==> config.mk <==
export PLATFORM = sky130hd
export DESIGN_NAME = occupancy_grid_streamer_flat
export DESIGN_NICKNAME = d
export VERILOG_FILES = /design/src/rtl/occupancy_grid_streamer_if.sv /design/src/rtl/occupancy_grid_streamer.sv /design/src/flat_wrapper.sv
export SDC_FILE = /design/constraint.sdc
export NUM_CORES = 1
export LEC_CHECK = 0
export CORE_MARGIN = 5
export CORE_UTILIZATION = 40
export DETAILED_ROUTE_END_ITERATION = 8
export PLACE_DENSITY = 0.71
export SYNTH_ARGS = -nofsm -noshare
export SYNTH_HDL_FRONTEND = slang
export SYNTH_SLANG_ARGS = --single-unit
==> constraint.sdc <==
create_clock -name clock -period 2.9 [get_ports clock]
set_input_delay 0.29 -clock clock [delete_from_list [all_inputs] [get_ports clock]]
set_output_delay 0.29 -clock clock [all_outputs]
set_load 0.05 [all_outputs]
==> src/rtl/occupancy_grid_streamer_if.sv <==
// Grid-dump bus: RAM read port plus the valid/ready cell stream, bundled for the streamer.
// The master side belongs to the streamer; the slave side belongs to the RAM and the consumer.
interface occupancy_grid_streamer_if #(
    parameter int DATA_WIDTH = 8,
    parameter int ADDR_WIDTH = 15
);
    logic                  mem_read_enable;
    logic [ADDR_WIDTH-1:0] mem_address;
    logic [DATA_WIDTH-1:0] mem_read_data;
    logic                  out_valid;
    logic                  out_ready;
    logic [DATA_WIDTH-1:0] out_data;
    logic                  out_last;

    modport master (
        output mem_read_enable, mem_address, out_valid, out_data, out_last,
        input  mem_read_data, out_ready
    );

    modport slave (
        input  mem_read_enable, mem_address, out_valid, out_data, out_last,
        output mem_read_data, out_ready
    );
endinterface

==> src/rtl/occupancy_grid_streamer.sv <==
// Row-major occupancy-grid dump; first beat 2 cycles after start, 1 beat/cycle; out_ready stalls reads via 2-entry buffer.
// GRID_STREAMER_CHECKSUM_EN appends an XOR-of-all-cells beat after the last cell.
module occupancy_grid_streamer #(
    parameter int GRID_WIDTH  = 256,
    parameter int GRID_HEIGHT = 128,
    parameter int DATA_WIDTH  = 8
) (
    input  logic clock,
    input  logic reset,
    input  logic start,
    output logic busy,
    output logic done,
    occupancy_grid_streamer_if.master bus
);
    localparam int N          = GRID_WIDTH * GRID_HEIGHT;
    localparam int ADDR_WIDTH = $clog2(N);
`ifdef GRID_STREAMER_CHECKSUM_EN
    localparam int TOTAL = N + 1;
`else
    localparam int TOTAL = N;
`endif
    localparam int CNT_W = $clog2(TOTAL + 1);

    typedef enum logic [1:0] {IDLE, READ, DRAIN, DONE} state_t;

    state_t                state_q, state_d;
    logic [ADDR_WIDTH-1:0] addr_q, addr_d;
    logic [CNT_W-1:0]      out_cnt_q, out_cnt_d;
    logic                  inflight_q, inflight_d;
    logic [DATA_WIDTH-1:0] fifo_q [2];
    logic [DATA_WIDTH-1:0] fifo_d [2];
    logic                  wr_ptr_q, wr_ptr_d, rd_ptr_q, rd_ptr_d;
    logic [1:0]            count_q, count_d;

    logic                  issue, pop, fifo_pop, push, out_vld, out_lst, csum_vld;
    logic [DATA_WIDTH-1:0] out_dat;
    logic [2:0]            occ_after;

`ifdef GRID_STREAMER_CHECKSUM_EN
    logic [DATA_WIDTH-1:0] csum_q, csum_d;
    // Checksum beat only once every cell has been delivered and nothing is left in flight.
    assign csum_vld = (state_q == DRAIN) && (count_q == 2'd0) && !inflight_q
                      && (out_cnt_q == CNT_W'(N));
`else
    assign csum_vld = 1'b0;
`endif

    // A returning read word bypasses the empty buffer so the first beat costs no extra cycle.
    assign out_vld = (count_q != 2'd0) || inflight_q || csum_vld;
    assign out_lst = out_vld && (out_cnt_q == CNT_W'(TOTAL - 1));
    assign pop     = out_vld && bus.out_ready;

    always_comb begin
        out_dat = '0;
        if (count_q != 2'd0) begin
            out_dat = fifo_q[rd_ptr_q];
        end else if (inflight_q) begin
            out_dat = bus.mem_read_data;
        end
`ifdef GRID_STREAMER_CHECKSUM_EN
        else if (csum_vld) begin
            out_dat = csum_q;
        end
`endif
    end

    always_comb begin
        state_d    = state_q;
        addr_d     = addr_q;
        out_cnt_d  = out_cnt_q;
        wr_ptr_d   = wr_ptr_q;
        rd_ptr_d   = rd_ptr_q;
        fifo_d     = fifo_q;
`ifdef GRID_STREAMER_CHECKSUM_EN
        csum_d     = csum_q;
        if (inflight_q) begin
            csum_d = csum_q ^ bus.mem_read_data;
        end
`endif
        fifo_pop  = pop && (count_q != 2'd0);
        push      = inflight_q && !(pop && (count_q == 2'd0));
        occ_after = {1'b0, count_q} + {2'b00, inflight_q} - {2'b00, pop};
        issue     = (state_q == READ) && (occ_after < 3'd2);
        inflight_d = issue;

        if (push) begin
            fifo_d[wr_ptr_q] = bus.mem_read_data;
            wr_ptr_d         = ~wr_ptr_q;
        end
        if (fifo_pop) begin
            rd_ptr_d = ~rd_ptr_q;
        end
        count_d = count_q + 2'(push) - 2'(fifo_pop);
        if (pop) begin
            out_cnt_d = out_cnt_q + 1'b1;
        end
        if (issue && (addr_q != ADDR_WIDTH'(N - 1))) begin
            addr_d = addr_q + 1'b1;
        end

        case (state_q)
            IDLE: begin
                if (start) begin
                    state_d   = READ;
                    addr_d    = '0;
                    out_cnt_d = '0;
`ifdef GRID_STREAMER_CHECKSUM_EN
                    csum_d    = '0;
`endif
                end
            end
            READ:    if (issue && (addr_q == ADDR_WIDTH'(N - 1))) state_d = DRAIN;
            DRAIN:   if (pop && out_lst) state_d = DONE;
            default: state_d = IDLE;
        endcase
    end

    always_ff @(posedge clock) begin
        if (!reset) begin
            state_q    <= IDLE;
            addr_q     <= '0;
            out_cnt_q  <= '0;
            inflight_q <= 1'b0;
            fifo_q[0]  <= '0;
            fifo_q[1]  <= '0;
            wr_ptr_q   <= 1'b0;
            rd_ptr_q   <= 1'b0;
            count_q    <= 2'd0;
`ifdef GRID_STREAMER_CHECKSUM_EN
            csum_q     <= '0;
`endif
        end else begin
            state_q    <= state_d;
            addr_q     <= addr_d;
            out_cnt_q  <= out_cnt_d;
            inflight_q <= inflight_d;
            fifo_q     <= fifo_d;
            wr_ptr_q   <= wr_ptr_d;
            rd_ptr_q   <= rd_ptr_d;
            count_q    <= count_d;
`ifdef GRID_STREAMER_CHECKSUM_EN
            csum_q     <= csum_d;
`endif
        end
    end

    assign bus.mem_read_enable = issue;
    assign bus.mem_address     = addr_q;
    assign bus.out_valid       = out_vld;
    assign bus.out_data        = out_dat;
    assign bus.out_last        = out_lst;
    assign busy                = (state_q != IDLE);
    assign done                = (state_q == DONE);
endmodule
==> src/flat_wrapper.sv <==
// flat-port wrapper written by rule: the top's interface ports become plain ports
module occupancy_grid_streamer_flat 
#(
    parameter int GRID_WIDTH  = 256,
    parameter int GRID_HEIGHT = 128,
    parameter int DATA_WIDTH  = 8
)
  (clock, reset, start, busy, done, bus_mem_read_enable, bus_mem_address, bus_out_valid, bus_out_data, bus_out_last, bus_mem_read_data, bus_out_ready);
  occupancy_grid_streamer_if #(.DATA_WIDTH(DATA_WIDTH)) bus_i ();
  input  logic clock;
  input  logic reset;
  input  logic start;
  output logic busy;
  output logic done;
  output wire logic [$bits(bus_i.mem_read_enable)-1:0] bus_mem_read_enable;
  output wire logic [$bits(bus_i.mem_address)-1:0] bus_mem_address;
  output wire logic [$bits(bus_i.out_valid)-1:0] bus_out_valid;
  output wire logic [$bits(bus_i.out_data)-1:0] bus_out_data;
  output wire logic [$bits(bus_i.out_last)-1:0] bus_out_last;
  input wire logic [$bits(bus_i.mem_read_data)-1:0] bus_mem_read_data;
  input wire logic [$bits(bus_i.out_ready)-1:0] bus_out_ready;
  assign bus_mem_read_enable = bus_i.mem_read_enable;
  assign bus_mem_address = bus_i.mem_address;
  assign bus_out_valid = bus_i.out_valid;
  assign bus_out_data = bus_i.out_data;
  assign bus_out_last = bus_i.out_last;
  assign bus_i.mem_read_data = bus_mem_read_data;
  assign bus_i.out_ready = bus_out_ready;
  occupancy_grid_streamer #(.GRID_WIDTH(GRID_WIDTH), .GRID_HEIGHT(GRID_HEIGHT), .DATA_WIDTH(DATA_WIDTH)) u_core (.clock(clock), .reset(reset), .start(start), .busy(busy), .done(done), .bus(bus_i));
endmodule
==> results of run 1 <==
[power by group]
part / internal (mW) / switching (mW)
sequential: 0.810 / 0.0843
combinational: 0.524 / 0.705
clock: 0.163 / 0.238
[cells in the final DEF (no fill, tap or decap), types with 2 or more instances in the layout]
master and instances:
clkinv_2 2, nand4b_1 3, and2_1 4, ha_1 8
nand4_1 8, clkbuf_8 5, nor2b_1 5, and3_1 2
nand3_1 24, nor2_1 42, clkdlybuf4s50_1 37, dfxtp_1 52
inv_1 11, dfxtp_2 2, a2111oi_2 2, buf_4 16
nand2_1 25, or3_1 3, a21oi_1 15, mux2i_1 19
a211oi_1 4, o31a_1 2, xor2_1 14, o21ai_0 11
xnor2_1 13, and4_1 3
[critical path: stages, from the launching register on]
cell and delay, ns:
dfxtp_1 0.32, o31a_1 0.34, ha_4 0.22, nand2b_4 0.13
fa_1 0.43, xnor2_2 0.18, or4b_4 0.54, a311oi_4 0.30
a211oi_2 0.12, a31o_1 0.20
[state kept, by name, summed over array words and instances, names as in the netlist]
register / cells
u_core.out_cnt_q: 16
u_core.count_q: 2
u_core.rd_ptr_q: 1
u_core.state_q: 2
u_core.wr_ptr_q: 1
u_core.bus.mem_address: 15
u_core.fifo_q: 16
u_core.inflight_q: 1
[cells by family (layout without fill, tap and decap cells)]
| family | after synthesis | after routing | synth area share |
|---|---|---|---|
| and+or+nand+nor | 127 | 127 | 0.2396 |
| adders and majority gates | 10 | 10 | 0.04991 |
| buffers and inverters | 25 | 74 | 0.03813 |
| AOI/OAI and AO/OA | 40 | 40 | 0.09887 |
| DFF | 54 | 54 | 0.4068 |
| muxes | 19 | 19 | 0.07156 |
| xor gates and xnor gates | 28 | 28 | 0.09511 |
[what timing repair did]
action                                  CTS  global route
resized for setup                         0             5
pin swaps                                 2             0
buffers inserted                          2             1
endpoints found under the setup margin    1             6
[synthesized netlist by cell type, drive strengths merged (8+ instances only)]
library cell	count	share of area
nand2	26	0.037
xor2	14	0.046
dfxtp	54	0.41
mux2i	19	0.072
xnor2	14	0.049
ha	9	0.042
o21ai	11	0.021
nor2	42	0.059
clkbuf	8	0.011
a21oi	15	0.028
nand4	8	0.019
nand3	24	0.045
inv	11	0.016
[worst min path at each step]
| stage | startpoint | to | slack, ns | depth (start not counted) |
|---|---|---|---|---|
| after floorplan | reset | u_core.count_q[0]$_SDFF_PN0_ | 0.41 | 1 |
| after global placement | u_core.fifo_q[0]$_SDFFE_PN0P_ | u_core.fifo_q[0]$_SDFFE_PN0P_ | 0.44 | 2 |
| after detailed placement | u_core.fifo_q[4]$_SDFFE_PN0P_ | u_core.fifo_q[4]$_SDFFE_PN0P_ | 0.45 | 2 |
| after CTS | u_core.fifo_q[4]$_SDFFE_PN0P_ | u_core.fifo_q[4]$_SDFFE_PN0P_ | 0.46 | 2 |
| after global routing | u_core.fifo_q[4]$_SDFFE_PN0P_ | u_core.fifo_q[4]$_SDFFE_PN0P_ | 0.48 | 2 |
| final | u_core.fifo_q[1]$_SDFFE_PN0P_ | u_core.fifo_q[1]$_SDFFE_PN0P_ | 0.46 | 2 |
[layout make-up]
cell class	instances	area [um2]
clock buffer	5	68.82
clock inverter	2	10.01
fill	583	3073
inverter	12	45.04
multi-input combinational	224	1523
sequential	54	1084
tap	77	96.34
timing repair buffer	55	523.0
[stage by stage]
step	hold slack [ns]	setup WS [ns]	cells	TNS, ns	utilization
3_5_place_dp	0.4492	-0.4008	419	-2.509	0.5026
5_1_grt	0.4776	-0.06907	429	-0.1287	0.5215
3_3_place_gp	0.4408	-0.3635	419	-2.125	0.5026
2_1_floorplan	0.4117	-0.08502	303	-0.1023	-
6_report	0.4567	0.03297	429	0	0.5215
4_1_cts	0.4620	0.02727	428	0	0.5172
[routing by layer]
layer | up-vias | track usage | wire (um)
met1 | 1072 | 0.1836 | 2577
met5 | - | 0 | 0
met4 | 0 | 0.05276 | 93
met2 | 23 | 0.2319 | 2777
li1 | 1142 | - | -
met3 | 7 | 0.02727 | 155
==> out/metrics.cfg, run 1 <==
[cts]
cts_inserted_buffers=5
cts-htree-levels=2
worstSkewPairLatency_ns=0.31
tritoncts=built
cts_root_buf=clkbuf_8
path_clk_slew_ns=0.09
hold_buffers=0
cts_sinks=54
clockBufferDepth=2

[worst_setup_path]
required_ns=3.12
critPathLaunch=u_core.count_q[0]$_SDFF_PN0_
worstPathMaxFanout=5
start_kind=flip-flop
reg2reg_from=u_core.count_q[0]$_SDFF_PN0_
critPathCapture=u_core.bus.mem_address[13]$_SDFF_PN0_
r2r_setup_slack_ns=0.03
crit_arrival_ns=3.08
r2r_cells=9
endpoint_kind=flip-flop
path_class=reg2reg
r2r-end=u_core.bus.mem_address[13]$_SDFF_PN0_

[sta]
hold_viol=0
finClkSkew_ns=0.006235
fin_crit_ns=2.867
slew_headroom=0.5350
fin_crit_sh=0.9886
drv_slew=0
setup_violations=0
worst_slew_pin_slew_ns=0.6949
grt_setup_unrepaired=yes
timing.fmax_mhz=348.8

[logic_synthesis]
ys_seq_area_frac=0.4068
synth_area_mm2=0.002658
synthesis.nets=325
yosysUniqueCellTypes=40
synth_edf_count=0
synthFlopType=dfxtp_1
synth_seq_cells=54
syn_inst=303
avgSynthCellArea_um2=8.771
async_reset_ff_frac=0
yosys_warnings=0

[drt]
wire_per_inst_um=13.06
drc=0
vias=2244
drtIter0Drc=80
firstDrtPassIters=4
vias_per_cell=5.231
ant_nets=0
wirelength_mm=5.603

[power]
p_total_mw=2.524
ir_worst_vdd_uv=585.0
p_per_area_mw_per_mm2=753.6
power.leakage_nw=1.158

[job]
drv_cap=0

[floorplanning]
io_pins=40
core_mm2=0.006422
die_area_mm2=0.008374
die_h_um=91.51
start_util=0.4138
dieWidth_um=91.51
rows=29

[final_layout]
drive_gt1_frac=0.1080
fin_area_mm2=0.003349
nets=374
diodes=0
areaGrowthSynthToFinish_pct=26.04

[place]
place_area_mm2=0.003228
gp_congestion=0.7793
hpwl_mm=4.154
io_buffers=39

[global_routing]
grt_pass1_wl_mm=9.853
grt_start_max_net_pins=20
grtUsageTotal=0.1414
grt_overflow=0
grt_pass1_vias=2073
antenna_found_initial=0

[worst_hold_path]
hold_path.class=reg2reg

[status]
status=finished clean

Note: power is estimated with default switching activity, not from simulation.
==> inputs of run 2 (changes only) <==
- DONT_BUFFER_PORTS: unset -> 1
- PLACE_DENSITY: 0.71 -> 0.63
==> out/metrics.cfg, run 2 (same netlist as run 1, synthesis figures left out) <==
[final_layout]
nets=356  ; -4.8%
mostFrequentLayoutCell=dfxtp_1
drive_gt1_frac=0.1761  ; +0.06816
diodes=0  ; unchanged
regArea_mm2=0.001082  ; -0.12%
multiInputGateArea_mm2=0.001545  ; +1.5%
layout_common_cells=dfxtp_1 (53), nor2_1 (42), buf_4 (36)
fill_cells=591  ; +1.4%
areaGrowthSynthToFinish_pct=19.21

[cts]
tritoncts=built
cts_sinks=54  ; unchanged
cts_root_buf=clkbuf_8
path_clk_slew_ns=0.09  ; about the same
cts-htree-levels=2  ; unchanged
clockBufferDepth=2  ; unchanged
cts_inserted_buffers=5  ; unchanged
worstSkewPairLatency_ns=0.30  ; about the same

[sta]
setup_violations=1  ; +1
fin_crit_sh=1.006  ; +0.01708
timing.fmax_mhz=342.9  ; -1.7%
fin_ws_ns=-0.01655  ; -0.04952 ns
setup_tns_ns=-0.01655  ; -0.01655 ns
finClkSkew_ns=0.004143  ; -0.002092 ns
fin_crit_ns=2.917  ; +0.04952 ns
slew_headroom=0.4521  ; -0.08298
grt_setup_unrepaired=yes
hold_viol=0  ; unchanged
worst_slew_pin_slew_ns=0.8189  ; +0.1240 ns
drv_slew=0  ; unchanged
hold_ws_ns=0.1092  ; -0.3475 ns

[power]
power.leakage_nw=1.123  ; -3.0%
netSwitchingPower_mw=1.021  ; -0.55%
p_comb_frac=0.459  ; -0.028
clockPowerShare=0.193  ; +0.034
p_per_area_mw_per_mm2=805.4  ; +6.9%
switching_share=0.4002  ; -0.006596
ir_worst_vdd_uv=485.1  ; -17%
p_total_mw=2.552  ; +1.1%
p_int_mw=1.530  ; +2.2%
seq_power_share=0.348  ; -0.006

[global_routing]
grt_pass1_wl_mm=9.418  ; -4.4%
grt_pass1_vias=2033  ; -1.9%
grtUsageTotal=0.1339  ; -0.007471
antenna_found_initial=0  ; unchanged
grt_start_max_net_pins=20  ; unchanged
grt_overflow=0  ; unchanged

[floorplanning]
start_util=0.4138  ; unchanged
rows=29  ; unchanged
die_h_um=91.51  ; unchanged
die_area_mm2=0.008374  ; unchanged
dieWidth_um=91.51  ; unchanged
io_pins=40  ; unchanged
core_mm2=0.006422  ; unchanged

[worst_hold_path]
min-delay-start=reset
hold_path.class=in2reg
hold_depth=1  ; -1
min_delay_worst_endpoint=u_core.rd_ptr_q$_SDFFE_PN0P_

[worst_setup_path]
max_stage_delay_ns=0.55  ; about the same
crit_arrival_ns=3.12  ; +0.04 ns
path_buf_inv=0  ; unchanged
start_kind=flip-flop
worstPathMaxFanout=5  ; unchanged
crit_family=compound AO/OA/AOI/OAI gates
r2r_setup_slack_ns=-0.02  ; -0.05 ns
crit_chain=o31a_1 > ha_4 > nand2b_4 > fa_1 > nand2_2 > or4b_4 > a311oi_4 > a211oi_2 > a31o_1
critPathSlowestCell=or4b_4
required_ns=3.10  ; -0.02 ns
r2r-end=u_core.bus.mem_address[13]$_SDFF_PN0_
path_class=reg2reg
reg2reg_from=u_core.count_q[1]$_SDFF_PN0_
r2r_cells=9  ; unchanged
endpoint_kind=flip-flop

[place]
place_ws_ns=-0.04503  ; +0.3558 ns
io_buffers=0  ; -100%
gp_congestion=0.7463  ; -4.2%
hpwl_mm=4.002  ; -3.7%

[drt]
drtIter0Drc=87  ; +8.8%
wire_per_inst_um=13.59  ; +4.1%
vias=2155  ; -4.0%
wirelength_mm=5.599  ; about the same
ant_nets=0  ; unchanged
vias_per_cell=5.231  ; about the same
firstDrtPassIters=4  ; unchanged
drc=0  ; unchanged

[status]
status=finished, violations left
violations=negative setup slack

[job]
drv_cap=0  ; unchanged

## run 2: what timing repair did
| item | 4_1_cts | 5_1_grt |
|---|---|---|
| setup buffers | 0 | 2 |
| gates resized for setup | 0 | 4 |
| endpoints found under the setup margin | 2 | 5 |
| hold buffers | 0 | 0 |
| pin swaps | 1 | 7 |
## run 2: how the worst max path moves through the flow
stage / from / endpoint / slack, ns / cells after the start
2_1_floorplan: u_core.inflight_q$_SDFF_PN0_ / u_core.bus.mem_address[13]$_SDFF_PN0_ / -0.09 / 11
3_3_place_gp: u_core.count_q[0]$_SDFF_PN0_ / u_core.bus.mem_address[13]$_SDFF_PN0_ / 0.02 / 9
3_5_place_dp: u_core.count_q[0]$_SDFF_PN0_ / u_core.bus.mem_address[13]$_SDFF_PN0_ / -0.05 / 9
4_1_cts: u_core.count_q[0]$_SDFF_PN0_ / u_core.bus.mem_address[9]$_SDFF_PN0_ / -0.002 / 9
5_1_grt: u_core.count_q[1]$_SDFF_PN0_ / u_core.bus.mem_address[13]$_SDFF_PN0_ / -0.12 / 9
6_report: u_core.count_q[1]$_SDFF_PN0_ / u_core.bus.mem_address[13]$_SDFF_PN0_ / -0.02 / 9
## run 2: per-stage QoR
| stage | util | area (um2) | cells |
|---|---|---|---|
| after global placement | 0.4689 | 3012 | 402 |
| after floorplan | - | 2703 | 303 |
| after CTS | 0.4859 | 3120 | 410 |
| final | 0.4933 | 3168 | 412 |
| after detailed placement | 0.4689 | 3012 | 402 |
| after global routing | 0.4933 | 3168 | 412 |
## run 2: power groups by stage
stage | clock [mW] | combinational [mW] | sequential (mW)
6_report | 0.492 | 1.17 | 0.889
3_5_place_dp | 0 | 1.15 | 0.908
5_1_grt | 0.545 | 1.28 | 0.900
3_3_place_gp | 0 | 1.13 | 0.904
2_1_floorplan | 0 | 0.835 | 0.901
4_1_cts | 0.510 | 1.16 | 0.890
## run 2: final cells by class
cell class,instances,area share
multi-input cells,224,0.4878
flip-flops and latches,54,0.3416
repair buffers,37,0.09163
well taps,77,0.03041
clock buffers,5,0.02172
inverters,12,0.01422
clock inverters,3,0.01264
## run 2: routing by layer
metal	track usage	vias to the layer above	wire, um
li1	-	1104	-
met1	0.1734	1023	2629
met2	0.2179	22	2683
met3	0.03554	6	190
met4	0.04020	0	95
met5	0	-	0
==> inputs of run 3 (changes only) <==
- CORE_ASPECT_RATIO: unset -> 0.5
==> out/metrics.cfg, run 3 (same netlist as run 1, synthesis figures left out) <==
[cts]
cts_inserted_buffers=5  ; unchanged
cts_root_buf=clkbuf_16
clockBufferDepth=2  ; unchanged
hold_buffers=0  ; unchanged
cts_sinks=54  ; unchanged
worstSkewPairLatency_ns=0.29  ; about the same
cts-htree-levels=2  ; unchanged
tritoncts=built
path_clk_slew_ns=0.07  ; -0.02 ns

[final_layout]
layout_common_cells=dfxtp_1 (53), nor2_1 (42), buf_4 (39)
post-route-util=0.4931  ; about the same
areaGrowthSynthToFinish_pct=21.89
fin_area_mm2=0.003239  ; +2.3%
diodes=0  ; unchanged
nets=359  ; +0.84%
final_cell_count_no_fill=430  ; +4.4%
mostFrequentLayoutCell=dfxtp_1
drive_gt1_frac=0.1834  ; +0.007313

[sta]
hold_viol=0  ; unchanged
setup_tns_ns=-0.03469  ; -0.01814 ns
setup_violations=2  ; +1
fin_crit_sh=1.011  ; +0.005223
worst_slew_pin_slew_ns=0.8309  ; +0.01204 ns
drv_slew=0  ; unchanged
slew_headroom=0.4447  ; -0.007354
finClkSkew_ns=0.002672  ; -0.001471 ns
hold_ws_ns=0.1208  ; +0.01155 ns
fin_crit_ns=2.932  ; +0.01515 ns
fin_ws_ns=-0.03170  ; -0.01515 ns
grt_setup_unrepaired=yes
timing.fmax_mhz=341.1  ; -0.52%

[global_routing]
grt_start_max_net_pins=25  ; +25%
grt_overflow=0  ; unchanged
antenna_found_initial=0  ; unchanged
grtUsageTotal=0.1436  ; +0.009714
grt_pass1_vias=2131  ; +4.8%
grt_pass1_wl_mm=9.880  ; +4.9%

[place]
dp.cells=420  ; +4.5%
io_buffers=0  ; unchanged
hpwl_mm=4.292  ; +7.3%
place_ws_ns=-0.08153  ; -0.03650 ns
gp_congestion=0.7904  ; +5.9%
place_area_mm2=0.003053  ; +1.4%

[worst_hold_path]
min-delay-start=reset
hold_path.class=in2reg

[drt]
vias=2197  ; +1.9%
drc=0  ; unchanged
wirelength_mm=5.944  ; +6.2%
vias_per_cell=5.109  ; -2.3%
wire_per_inst_um=13.82  ; +1.7%
ant_nets=0  ; unchanged
drtIter0Drc=86  ; -1.1%
firstDrtPassIters=4  ; unchanged

[worst_setup_path]
worstPathMaxFanout=5  ; unchanged
required_ns=3.09  ; about the same
endpoint_kind=flip-flop
max_stage_delay_ns=0.59  ; +0.04 ns
critPathSlowestCell=or4b_4
critPathLaunch=u_core.count_q[1]$_SDFF_PN0_
reg2reg_from=u_core.count_q[1]$_SDFF_PN0_
path_class=reg2reg
start_kind=flip-flop
crit_chain=o31a_1 > ha_4 > nand2b_4 > fa_1 > nand2_2 > or4b_4 > a311oi_4 > a211oi_2 > a31o_1
crit_arrival_ns=3.12  ; about the same

[floorplanning]
start_util=0.4046  ; -0.009222
io_pins=40  ; unchanged
die_area_mm2=0.008473  ; +1.2%
dieWidth_um=125.3  ; +37%
die_h_um=67.64  ; -26%
rows=21  ; -28%
core_mm2=0.006569  ; +2.3%

[job]
drv_cap=0  ; unchanged

[power]
p_total_mw=2.688  ; +5.3%
power.leakage_nw=1.153  ; +2.7%
ir_worst_vdd_uv=309.6  ; -36%
p_per_area_mw_per_mm2=829.7  ; +3.0%

[status]
violations=negative setup slack
status=finished, violations left

==> run 3: cell count changes in the layout (fill, tap and decap cells not counted) <==
cell | previous run | this run
clkbuf_16 | 0 | 5
clkbuf_8 | 5 | 1
buf_4 | 36 | 39
a2111oi_2 | 0 | 1
a2111oi_4 | 2 | 1
bufinv_16 | 1 | 0
clkinv_2 | 2 | 1
clkinvlp_4 | 0 | 1
==> run 3: what timing repair did <==
action / 4_1_cts / 5_1_grt
gates cloned: 0 / 0
endpoints found under the setup margin: 3 / 5
gates resized for setup: 1 / 2
endpoints found under the hold margin: 0 / 0
pin swaps: 6 / 3
buffers inserted: 0 / 2
==> run 3: power breakdown <==
group	total [mW]	internal, mW	leakage, nW	switching (mW)
combinational	1.20	0.471	0.644	0.726
sequential	0.884	0.809	0.436	0.0743
clock	0.608	0.342	0.0729	0.265
total	2.69	1.62	1.15	1.07
==> run 3: layout make-up <==
type                       instances  area (um2)
multi-input combinational        224        1533
fill                             624        3329
clock inverter                     2       12.51
timing repair buffer              40       312.8
clock buffer                       6       138.9
tap                               92       115.1
inverter                          12       45.04
sequential                        54        1082
==> run 3: final timing paths <==
path                                                 to  slack (ns)  cells after the start
hold / removal             u_core.rd_ptr_q$_SDFFE_PN0P_        0.12                      1
hold reg to reg           u_core.fifo_q[6]$_SDFFE_PN0P_        0.46                      2
setup / recovery  u_core.bus.mem_address[13]$_SDFF_PN0_       -0.03                      9
setup reg to reg  u_core.bus.mem_address[13]$_SDFF_PN0_       -0.03                      9
==> run 3: worst max-delay path: cells and delay by family, from the launching register on <==
kind | cells | cell delay [ns]
flops | 1 | 0.32
compound gates | 4 | 0.97
simple gates | 3 | 0.79
fa+ha+maj | 2 | 0.75
==> run 3: per-layer routing <==
metal / wire length, um / track usage / share of wire
met5: 0 / 0 / 0
met4: 39 / 0.05135 / 0.0066
met3: 369 / 0.05213 / 0.062
met2: 2786 / 0.2587 / 0.47
met1: 2748 / 0.1608 / 0.46
